[src/rtl/srt_div_seq.sv]
// ---------------------------------------------------------------------------
// srt_div_seq -- sequential radix-2 SRT divider (digit set {-1,+1}).
//
// One non-restoring iteration per clock: W iterations, one correction cycle
// and one DONE cycle. Divide-by-zero skips the iterations and reports
// DZ=1, Q=all ones, R=dividend. One operation may be in flight at a time.
//
// Optional feature macro: SRTDIV_SIGNED_EN
//   When defined, the module gains a SIGNED input, which is captured with
//   START. SIGNED=1 selects two's-complement operands with truncation toward
//   zero. When the macro is undefined, the divider is unsigned only.
//
// Parameters
//   W      operand/result width (>= 4)
//   CNT_W  iteration counter width, derived from W
//
// Ports
//   CLK    in   clock, all state updates on the rising edge
//   RST_N  in   synchronous reset, active-low
//   START  in   request, sampled only while idle
//   SIGNED in   (SRTDIV_SIGNED_EN only) signed operation select
//   DVD    in   dividend, captured on accepted START
//   DSR    in   divisor, captured on accepted START
//   BUSY   out  high from the cycle after accept through the DONE cycle
//   DONE   out  one-cycle result-valid pulse
//   DZ     out  divide-by-zero flag, held until the next result
//   Q      out  quotient, held until the next result
//   R      out  remainder, held until the next result
// ---------------------------------------------------------------------------
module srt_div_seq #(
  parameter int W     = 32,
  parameter int CNT_W = $clog2(W + 1)
) (
  input  logic         CLK,
  input  logic         RST_N,
  input  logic         START,
`ifdef SRTDIV_SIGNED_EN
  input  logic         SIGNED,
`endif
  input  logic [W-1:0] DVD,
  input  logic [W-1:0] DSR,
  output logic         BUSY,
  output logic         DONE,
  output logic         DZ,
  output logic [W-1:0] Q,
  output logic [W-1:0] R
);

  typedef enum logic [1:0] {
    S_IDLE = 2'd0,
    S_ITER = 2'd1,
    S_FIX  = 2'd2,
    S_DONE = 2'd3
  } state_t;

  localparam logic [CNT_W-1:0] CNT_ONE  = CNT_W'(1);
  localparam logic [CNT_W-1:0] CNT_LAST = CNT_W'(W - 1);
`ifdef SRTDIV_SIGNED_EN
  localparam logic [W-1:0]     ONE_W    = W'(1);
`endif

  state_t           state_r;
  state_t           next_state_s;

  // Datapath: partial remainder (W+1 bits, signed), quotient shift register,
  // divisor magnitude, iteration counter and divide-by-zero marker.
  logic [W:0]       p_r;
  logic [W-1:0]     q_r;
  logic [W-1:0]     d_r;
  logic [CNT_W-1:0] cnt_r;
  logic             dz_r;
`ifdef SRTDIV_SIGNED_EN
  logic             neg_q_r;
  logic             neg_r_r;
  logic             dvd_neg_s;
  logic             dsr_neg_s;
`endif

  logic             dsr_zero_s;
  logic             last_iter_s;
  logic [W-1:0]     dvd_mag_s;
  logic [W-1:0]     dsr_mag_s;
  logic [W:0]       p_sh_s;
  logic [W:0]       p_nxt_s;
  logic [W-1:0]     q_nxt_s;
  logic [W-1:0]     r_mag_s;
  logic [W-1:0]     q_res_s;
  logic [W-1:0]     r_res_s;
  logic             busy_s;
  logic             done_s;

  assign dsr_zero_s  = (DSR == {W{1'b0}});
  assign last_iter_s = (cnt_r == CNT_LAST);

  // State register.
  always_ff @(posedge CLK) begin
    if (!RST_N) begin
      state_r <= S_IDLE;
    end else begin
      state_r <= next_state_s;
    end
  end

  // Next-state logic. Divide-by-zero goes through FIX so that its result is
  // written on the same kind of edge as a normal result.
  always_comb begin
    next_state_s = state_r;
    case (state_r)
      S_IDLE: begin
        if (START) begin
          if (dsr_zero_s) begin
            next_state_s = S_FIX;
          end else begin
            next_state_s = S_ITER;
          end
        end else begin
          next_state_s = S_IDLE;
        end
      end
      S_ITER: begin
        if (last_iter_s) begin
          next_state_s = S_FIX;
        end else begin
          next_state_s = S_ITER;
        end
      end
      S_FIX:   next_state_s = S_DONE;
      S_DONE:  next_state_s = S_IDLE;
      default: next_state_s = S_IDLE;
    endcase
  end

  // Output decode, taken from the next state so BUSY/DONE leave a register.
  always_comb begin
    busy_s = (next_state_s != S_IDLE);
    done_s = (next_state_s == S_DONE);
  end

  // Operand magnitudes presented at accept time.
  always_comb begin
`ifdef SRTDIV_SIGNED_EN
    dvd_neg_s = SIGNED & DVD[W-1];
    dsr_neg_s = SIGNED & DSR[W-1];
    if (dvd_neg_s) begin
      dvd_mag_s = ~DVD + ONE_W;
    end else begin
      dvd_mag_s = DVD;
    end
    if (dsr_neg_s) begin
      dsr_mag_s = ~DSR + ONE_W;
    end else begin
      dsr_mag_s = DSR;
    end
`else
    dvd_mag_s = DVD;
    dsr_mag_s = DSR;
`endif
  end

  // One SRT step. The shifted remainder may wrap in W+1 bits, but the
  // add/subtract result always lies in [-D, D), so the modular sum is exact.
  // The digit decision uses the sign of the remainder before the shift.
  always_comb begin
    p_sh_s = {p_r[W-1:0], q_r[W-1]};
    if (p_r[W]) begin
      p_nxt_s = p_sh_s + {1'b0, d_r};
    end else begin
      p_nxt_s = p_sh_s - {1'b0, d_r};
    end
    q_nxt_s = {q_r[W-2:0], ~p_nxt_s[W]};
  end

  // Final correction: restore a negative remainder, then apply signs.
  always_comb begin
    if (p_r[W]) begin
      r_mag_s = p_r[W-1:0] + d_r;
    end else begin
      r_mag_s = p_r[W-1:0];
    end
    if (dz_r) begin
      // In the divide-by-zero case q_r holds the raw dividend.
      q_res_s = {W{1'b1}};
      r_res_s = q_r;
    end else begin
`ifdef SRTDIV_SIGNED_EN
      if (neg_q_r) begin
        q_res_s = ~q_r + ONE_W;
      end else begin
        q_res_s = q_r;
      end
      if (neg_r_r) begin
        r_res_s = ~r_mag_s + ONE_W;
      end else begin
        r_res_s = r_mag_s;
      end
`else
      q_res_s = q_r;
      r_res_s = r_mag_s;
`endif
    end
  end

  // Datapath registers: capture on accept, iterate in ITER, hold otherwise.
  always_ff @(posedge CLK) begin
    if (!RST_N) begin
      p_r     <= {(W+1){1'b0}};
      q_r     <= {W{1'b0}};
      d_r     <= {W{1'b0}};
      cnt_r   <= {CNT_W{1'b0}};
      dz_r    <= 1'b0;
`ifdef SRTDIV_SIGNED_EN
      neg_q_r <= 1'b0;
      neg_r_r <= 1'b0;
`endif
    end else begin
      case (state_r)
        S_IDLE: begin
          if (START) begin
            p_r     <= {(W+1){1'b0}};
            q_r     <= dsr_zero_s ? DVD : dvd_mag_s;
            d_r     <= dsr_mag_s;
            cnt_r   <= {CNT_W{1'b0}};
            dz_r    <= dsr_zero_s;
`ifdef SRTDIV_SIGNED_EN
            neg_q_r <= dvd_neg_s ^ dsr_neg_s;
            neg_r_r <= dvd_neg_s;
`endif
          end else begin
            p_r <= p_r;
          end
        end
        S_ITER: begin
          p_r   <= p_nxt_s;
          q_r   <= q_nxt_s;
          cnt_r <= cnt_r + CNT_ONE;
        end
        default: begin
          p_r <= p_r;
        end
      endcase
    end
  end

  // Registered outputs. Results are written only when leaving FIX.
  always_ff @(posedge CLK) begin
    if (!RST_N) begin
      BUSY <= 1'b0;
      DONE <= 1'b0;
      DZ   <= 1'b0;
      Q    <= {W{1'b0}};
      R    <= {W{1'b0}};
    end else begin
      BUSY <= busy_s;
      DONE <= done_s;
      if (state_r == S_FIX) begin
        DZ <= dz_r;
        Q  <= q_res_s;
        R  <= r_res_s;
      end else begin
        DZ <= DZ;
      end
    end
  end

endmodule
[config.mk]
export PLATFORM = sky130hd
export DESIGN_NAME = srt_div_seq
export DESIGN_NICKNAME = d
export VERILOG_FILES = /design/src/rtl/srt_div_seq.sv
export SDC_FILE = /design/constraint.sdc
export NUM_CORES = 1
export LEC_CHECK = 0
export CAP_MARGIN = 30
export CORE_MARGIN = 8
export CORE_UTILIZATION = 40
export DETAILED_ROUTE_END_ITERATION = 6
export SETUP_SLACK_MARGIN = 0.3
export SYNTH_ARGS = -nofsm -noshare
export SYNTH_HDL_FRONTEND = slang
export SYNTH_SLANG_ARGS = --single-unit
[constraint.sdc]
create_clock -name CLK -period 3.4 [get_ports CLK]
set_input_delay 1.02 -clock CLK [delete_from_list [all_inputs] [get_ports CLK]]
set_output_delay 1.02 -clock CLK [all_outputs]
set_load 0.03 [all_outputs]
**Word level (Yosys, flattened, before mapping)**

Index checks and enable logic that the tools add are counted.

- Logic and storage cells: 42
- Flip-flop bits (word level): 173
- Input port bits: 67

- Reduce and logical (&&, ||, !) cells: 6
- Muxes and demuxes: 14
- $add $sub $neg: 4
- Equality and inequality tests: 6
- Bitwise logic cells: 1

Operators with widths:

| operator | number |
|---|---|
| $mux W32 | 4 |
| $mux W33 | 2 |
| $pmux W33 S2 | 1 |
| $pmux W32 S2 | 1 |
| $add A33 B32 Y33 | 1 |
| $sub A33 B32 Y33 | 1 |
| $add A32 B32 Y32 | 1 |
| $logic_not A32 Y1 | 1 |
| $pmux W6 S2 | 1 |
| $pmux W2 S4 | 1 |
| $add A6 B1 Y6 const B | 1 |
| $eq A2 B2 Y1 const B | 3 |
| $eq A6 B5 Y1 const B | 1 |
| $mux W2 | 3 |
| $mux W6 | 1 |
| $reduce_and A2 Y1 | 2 |
| $reduce_bool A2 Y1 | 2 |
| $eq A2 B1 Y1 const B | 1 |
| $logic_not A2 Y1 | 1 |
| $ne A2 B2 Y1 const B | 1 |
| $not A1 Y1 | 1 |

**Logic depth before layout (Yosys ltp)**

Gate-level depths: netlist (run 1).

- Word-level depth: 5
- Gate-level depth with buffers: 18
- Mapped depth without buffers: 18

**Worst setup path after synthesis (run 1)**

Ideal clock, no wire load.

- Path kind: flip-flop to flip-flop
- Start: register d_r[13]
- End: register p_r[30]
- Path buffers: 2
- Required time: 3326 ps
- Arrival time: 3625 ps
- Setup slack: -300 ps
- Cell stages (with the launch flop): 15
- Cells stage by stage: dfxtp_1 -> or4_4 -> or3_1 -> buf_2 -> nor4_1 -> a21oi_1 -> xor2_1 -> ha_1 -> clkbuf_1 -> nand4_1 -> or2_2 -> o31ai_1 -> o31ai_1 -> xor2_1 -> o21ai_0

- Cells in the longest elaborated chain, start to end: 3
- Elaborated cells between the ends (all ways): 4

RTL lines:

| element | RTL line | text |
|---|---|---|
| start, declared | 69 | `logic [W-1:0] d_r;` |
| start signal, assigned | 208 | `d_r <= {W{1'b0}};` |
| start signal, assigned | 221 | `d_r <= dsr_mag_s;` |
| $sub A33 B32 Y33 or $add A33 B32 Y33 (tied branches) | 168, 166 |  |
| $mux W33 (*) | 165 | `if (p_r[W]) begin` |
| $pmux W33 S2 (*) | 216 | `case (state_r)` |
| end signal, assigned | 219 | `p_r <= {(W+1){1'b0}};` |
| end signal, assigned | 229 | `p_r <= p_r;` |
| end signal, assigned | 233 | `p_r <= p_nxt_s;` |
| end, declared | 67 | `logic [W:0] p_r;` |

Every way passes the cells marked *; elsewhere a longest branch is shown, timed or not.
A chain may end at the register's enable or synchronous reset.

**Final worst setup path (run 1)**

- Start: register d_r[16]
- End: register p_r[31]

The elaborated chain is that of the path after synthesis.

==> out/metrics.cfg, run 1 <==
[outcome]
status=finished, violations left
violations=setup timing

[synthesis]
syn_area_um2=11000
ys_ff_latch=173
netlist.area_leader.share_pct=31.6
avgSynthCellArea_um2=7.72
synth_edf_count=0
yosysWarnings=0
syn_inst=1419
synth_area_leader_cell=dfxtp_1
synth_area_leaders=dfxtp_1 (32%), ha_1 (7.5%), nand2_1 (6.4%)
syn-num-nets=1554
ys_seq_area_share_pct=31.6
synth_commonest_cells=nand2_1 (188), dfxtp_1 (173), nor2_1 (161)
synth_ff_type=dfxtp_1
synth-async-reset-ratio_pct=0
yosysMostFrequentCell=nand2_1
synthDistinctLibCells=65

[floorplanning]
rows=60
ios=134
initial_core_util_pct=40.7
coreArea_um2=27000
die_w_um=182
die-height_um=182
dieArea_um2=33000

[timing]
tightest_slew_ns=0.769
relSlewSlack_pct=48.7
drv_slew=0
finalHoldViolations=0
finalCritPeriodShare_pct=106
final.setup.worst_slack_ns=-0.187
hold_ws_ns=0.470
min_period_ns=3.59
max_freq_ghz=0.279
rsz0062_at_grt=true
setup_viol_count_final=9
fin_skew_ns=0.0187

[worst_setup_path]
cp_common_cell=o21ai_1
reg2reg_setup_slack_ns=-0.19
crit_required_ns=3.71
reg2reg_to=p_r[31]
critPathSlowestCell=or4_4
arrival_ns=3.90
worstSetupStartpoint=d_r[16]
path_delay_family=simple AND/OR/NAND/NOR gates
crit_buf_inv=2
critPathMaxStageDelay_ns=0.53
cp_num_cells=16
end_kind=flop
cp_max_fo=5
path_class=flop to flop
startpoint_type=flop
cp-endpoint=p_r[31]
path_cells=or4_4 > or3_4 > buf_4 > nor4_4 > nor2_1 > xnor2_1 > ha_1 > buf_6 > a21oi_4 > o21ai_1 > a21o_1 > a21oi_2 > o21ai_4 > a211oi_2 > xor2_1 > o21ai_1
r2r-start=d_r[16]
r2r_cells=16

[clock_network]
path_clk_slew_ns=0.07
cts_buffers=17
clkLatencyLatePin_ns=0.44
clockBufferDepth=2
cts_hold_buf=0
cts_htree_levels=4
cts_root_buf=clkbuf_16
cts.sink_count=173
cts_tree=built

[power]
net-switching-power_w=0.00382
peakVddDrop_v=0.000396
clkPwrFrac_pct=20.3
p_sw_share_pct=40.1
pwr-share-seq_pct=25.2
p_comb_share_pct=54.5
power_density_nw_per_um2=635
p_leak_nw=6.12
p_int_w=0.00571

[cells_and_area]
regArea_um2=3480
multi_input_area_um2=7630
final_area_um2=15000
fin_cells=2030
area_growth_pct=36.9
num_antenna_cells=0
finish.utilization_pct=55.7
fill_cells=2494
nNetsFinal=1812
drive_gt1_share_pct=19.9

[global_routing]
grt_pass1_wl_um=58300
gr-total-overflow=0
grt_usage_pct=21.7
grt_max_degree=113
antenna_found_initial=1
grt_pass1_vias=10505

[placed_design]
place_ws_ns=-0.252
placed_cells=1981
place.gp.congestion=0.975
place_area_um2=13800
post-dp-hpwl_um=27600
portBuffers=133

[detailed_routing]
drt_iter0_drc=865
drt_wl_total_um=36900
ant_nets=0
vias_per_cell=5.52
dr.pass1.iters=5
vias=11202
drc=0
wire_per_inst_um=18.2

[min_path]
hold_class=flop to flop
hold_depth=2

[job]
maxCapViolCount=0

## worst min-delay path by stage
stage            start  endpoint  slack, ns
2_1_floorplan  d_r[28]   d_r[28]       0.46
3_3_place_gp      R[5]      R[5]       0.45
3_5_place_dp      R[4]      R[4]       0.46
4_1_cts           R[4]      R[4]       0.48
5_1_grt           R[0]      R[0]       0.50
6_report         R[17]     R[17]       0.47
## sequential cells by signal (all words and copies together), names as in the netlist
| register | flops |
|---|---|
| d_r | 32 |
| dz_r | 1 |
| BUSY | 1 |
| DONE | 1 |
| state_r | 2 |
| p_r | 33 |
| Q | 32 |
| R | 32 |
| q_r | 32 |
| cnt_r | 6 |
| DZ | 1 |
## stage by stage
step	power [W]	setup TNS, ns
3_3_place_gp	0.00690	-1.25
4_1_cts	0.00913	-0.602
3_5_place_dp	0.00692	-1.39
6_report	0.00953	-0.694
5_1_grt	0.0102	-2.35
2_1_floorplan	0.00525	-0.407
## power groups by stage
stage                     Clock (W)  Sequential, W  Combinational [W]
after global placement            0        0.00242            0.00448
after CTS                   0.00198        0.00238            0.00477
final                       0.00194        0.00240            0.00519
after floorplan                   0        0.00237            0.00288
after detailed placement          0        0.00243            0.00450
after global routing        0.00207        0.00242            0.00567
## placed cells by master (no fill, tap or decap), types with 34 or more instances in the layout
master / count
dfxtp_1: 164
nor3_1: 48
nor2_1: 152
a21boi_0: 47
nand2_1: 185
a21oi_1: 74
buf_4: 178
clkdlybuf4s50_1: 132
xnor2_1: 35
xor2_1: 48
ha_1: 55
a21o_1: 34
o21ai_0: 73
## worst reg2reg max path: cells and delay by family (launching register included)
family	cells	cell delay [ns]
simple gates	4	1.23
xor+xnor	2	0.33
compound gates	7	0.97
fa+ha+maj	1	0.32
buf+inv	2	0.30
flops	1	0.32
## layer usage
metal,track usage (%),vias to the layer above,wire length [µm]
li1,-,5596,-
met1,31.5,5229,17900
met2,33.4,346,16200
met3,3.19,29,2300
met4,4.85,2,493
met5,0,-,13
## layout make-up
cell class,instances,area share (%)
multi-input combinational,1142,50.9
sequential,173,23.2
timing repair buffer,321,18.7
tap,341,2.84
clock buffer,17,2.84
clock inverter,14,0.992
inverter,22,0.550
## timing repair
action                     CTS  global route
setup endpoints to repair   21            28
buffers inserted             9             9
resized for setup           53            66
pin swaps                   34            28
## cells by family (layout without fill, tap and decap cells)
group	after synthesis	after routing	synth area share [%]
AOI/OAI and AO/OA	408	408	24.3
and+or+nand+nor	562	562	24.0
DFF	173	173	31.6
adders and majority gates	68	68	7.90
buffers and inverters	104	374	3.58
xor gates and xnor gates	84	84	6.78
muxes	20	20	1.86
Power figures use the tool's default switching activity.
==> run 2, diff against run 1 <==
Settings changed: CORE_MARGIN 8 to 5.
==> run 2 against run 1 <==
Against the previous run:
- the flow still finishes with violations (setup timing)
- count of clock-buffer cells in the layout unchanged
- critical path depth down 1
- clock skew down 0.0026 ns
- routed wire length down 1.9%
- power up 2.0%
- die area down 6.5%
- global-route usage up 1.2 points
- hold slack better by 0.0042 ns
- final area up 0.54%
- flip-flop and latch count unchanged
- sequential share of layout area down 0.13 points
- sequential power about the same
- critical path type unchanged
- largest cell class unchanged
- largest power group unchanged
- highest routed layer unchanged
==> out/metrics.cfg, run 2 (synthesis results as in run 1) <==
[detailed_routing]
vias=11035  ; -1.5%
vias_per_cell=5.40  ; -2.1%
drt_wl_total_um=36200  ; -1.9%
ant_nets=0  ; unchanged
wire_per_inst_um=17.7  ; -2.5%
drc=0  ; unchanged
drt_iter0_drc=774  ; -11%
dr.pass1.iters=5  ; unchanged

[timing]
drv_slew=0  ; unchanged
hold_ws_ns=0.474  ; +0.00417 ns
finalCritPeriodShare_pct=105  ; -0.36 points
fin_skew_ns=0.0160  ; -0.00262 ns
tightest_slew_ns=0.826  ; +0.0567 ns
final.setup.worst_slack_ns=-0.175  ; +0.0122 ns
relSlewSlack_pct=45.0  ; -3.8 points
max_freq_ghz=0.280  ; +0.34%
rsz0062_at_grt=true
setup_viol_count_final=8  ; -1
min_period_ns=3.58  ; -0.0122 ns
finalHoldViolations=0  ; unchanged

[global_routing]
grt_pass1_vias=10498  ; -0.067%
grt_max_degree=90  ; -20%
gr-total-overflow=0  ; unchanged
antenna_found_initial=1  ; unchanged
grt_usage_pct=22.9  ; +1.2 points
grt_pass1_wl_um=57300  ; -1.7%

[placed_design]
place_area_um2=14000  ; +1.1%
place_ws_ns=-0.258  ; -0.00621 ns
portBuffers=133  ; unchanged
place.gp.congestion=0.927  ; -5.0%
post-dp-hpwl_um=27800  ; +0.81%

[cells_and_area]
num_antenna_cells=0  ; unchanged
regMostFlops=p_r
fill_cells=2514  ; +0.80%
area_growth_pct=37.6
largest_register_ffs=33  ; unchanged
nNetsFinal=1824  ; +0.66%
drive_gt1_share_pct=20.3  ; +0.45 points
final_common_cell=buf_4
layout_common_cells=buf_4 (191), nand2_1 (182), dfxtp_1 (162)
final_area_um2=15100  ; +0.54%

[clock_network]
clkLatencyLatePin_ns=0.43  ; about the same
path_clk_slew_ns=0.08  ; about the same
cts_tree=built
cts_htree_levels=4  ; unchanged
cts.sink_count=173  ; unchanged
cts_buffers=17  ; unchanged
cts_root_buf=clkbuf_16
clockBufferDepth=2  ; unchanged

[outcome]
status=finished, violations left
violations=setup timing

[floorplanning]
dieArea_um2=30800  ; -6.5%
die_w_um=176  ; -3.3%
coreArea_um2=27000  ; unchanged
die-height_um=176  ; -3.3%
rows=60  ; unchanged
ios=134  ; unchanged
initial_core_util_pct=40.7  ; unchanged

[worst_setup_path]
worstSetupStartpoint=d_r[16]
cp_max_fo=5  ; unchanged
arrival_ns=3.89  ; about the same
startpoint_type=flop
crit_required_ns=3.72  ; about the same
r2r_cells=15  ; -1
cp-endpoint=p_r[30]
reg2reg_to=p_r[30]
r2r-start=d_r[16]
end_kind=flop
path_class=flop to flop
reg2reg_setup_slack_ns=-0.18  ; about the same

[power]
p_int_w=0.00584  ; +2.3%
peakVddDrop_v=0.000451  ; +14%
p_leak_nw=6.20  ; +1.3%
clkPwrFrac_pct=19.8  ; -0.5 points
p_comb_share_pct=55.7  ; +1.2 points
power_density_nw_per_um2=644  ; +1.5%
pwr-share-seq_pct=24.5  ; -0.7 points
net-switching-power_w=0.00388  ; +1.6%
p_sw_share_pct=39.9  ; -0.18 points
power_w=0.00972  ; +2.0%

[job]
maxCapViolCount=0  ; unchanged

[min_path]
hold_class=flop to flop

run 2: changes by cell type in the layout (fill, tap and decap cells not counted), moves of 4 or more:
cell	delta
buf_4	+13
ha_1	+6
ha_4	-5
nor3_2	-4
run 2: area by class of cell:
type	count	area [µm²]	share of cell area, %
multi-input cells	1142	7640	50.6
flip-flops and latches	173	3480	23.1
repair buffers	333	2890	19.1
well taps	341	427	2.83
clock buffers	17	425	2.82
clock inverters	14	148	0.979
inverters	22	82.6	0.547
run 2: how the worst min path moves through the flow:
stage,start,endpoint,cells after the start
after floorplan,d_r[28],d_r[28],2
after global placement,DZ,DZ,2
after detailed placement,DZ,DZ,2
after CTS,DZ,DZ,2
after global routing,R[14],R[14],2
final,R[4],R[4],2
run 2: through the flow:
| step | cells | utilization [%] | setup TNS (ns) |
|---|---|---|---|
| 2_1_floorplan | 1419 | - | -0.407 |
| 3_3_place_gp | 2002 | 51.8 | -0.854 |
| 3_5_place_dp | 2002 | 51.8 | -1.27 |
| 4_1_cts | 2035 | 54.5 | -0.986 |
| 5_1_grt | 2042 | 56.0 | -2.51 |
| 6_report | 2042 | 56.0 | -0.816 |
run 2: power groups by stage:
stage	combinational, W	clock [W]	sequential, W
after floorplan	0.00288	0	0.00237
after global placement	0.00459	0	0.00241
after detailed placement	0.00462	0	0.00242
after CTS	0.00485	0.00196	0.00237
after global routing	0.00591	0.00204	0.00240
final	0.00542	0.00193	0.00238
run 2: repair_timing:
action	in CTS	in global routing
setup endpoints to repair	21	27
gates resized for setup	36	87
hold buffers	0	0
pin swaps	11	48
buffers inserted	2	7
run 2: critical path, stage by stage (launching register included):
cell     delay, ns
dfxtp_2       0.32
or4_4         0.54
or3_4         0.40
buf_6         0.15
o31a_1        0.24
xor2_1        0.14
ha_1          0.31
a21o_1        0.17
a21o_1        0.15
a21o_1        0.14
a21o_1        0.17
a21oi_2       0.18
o31ai_4       0.11
o31ai_2       0.20
xor2_1        0.16
o21ai_1       0.08
run 2: layer usage:
layer | GRT usage, % | vias to the layer above | wire length [µm]
met1 | 33.9 | 5117 | 18100
met4 | 4.29 | 2 | 493
met3 | 5.04 | 31 | 2170
li1 | - | 5609 | -
met5 | 0 | - | 8
met2 | 34.6 | 276 | 15400
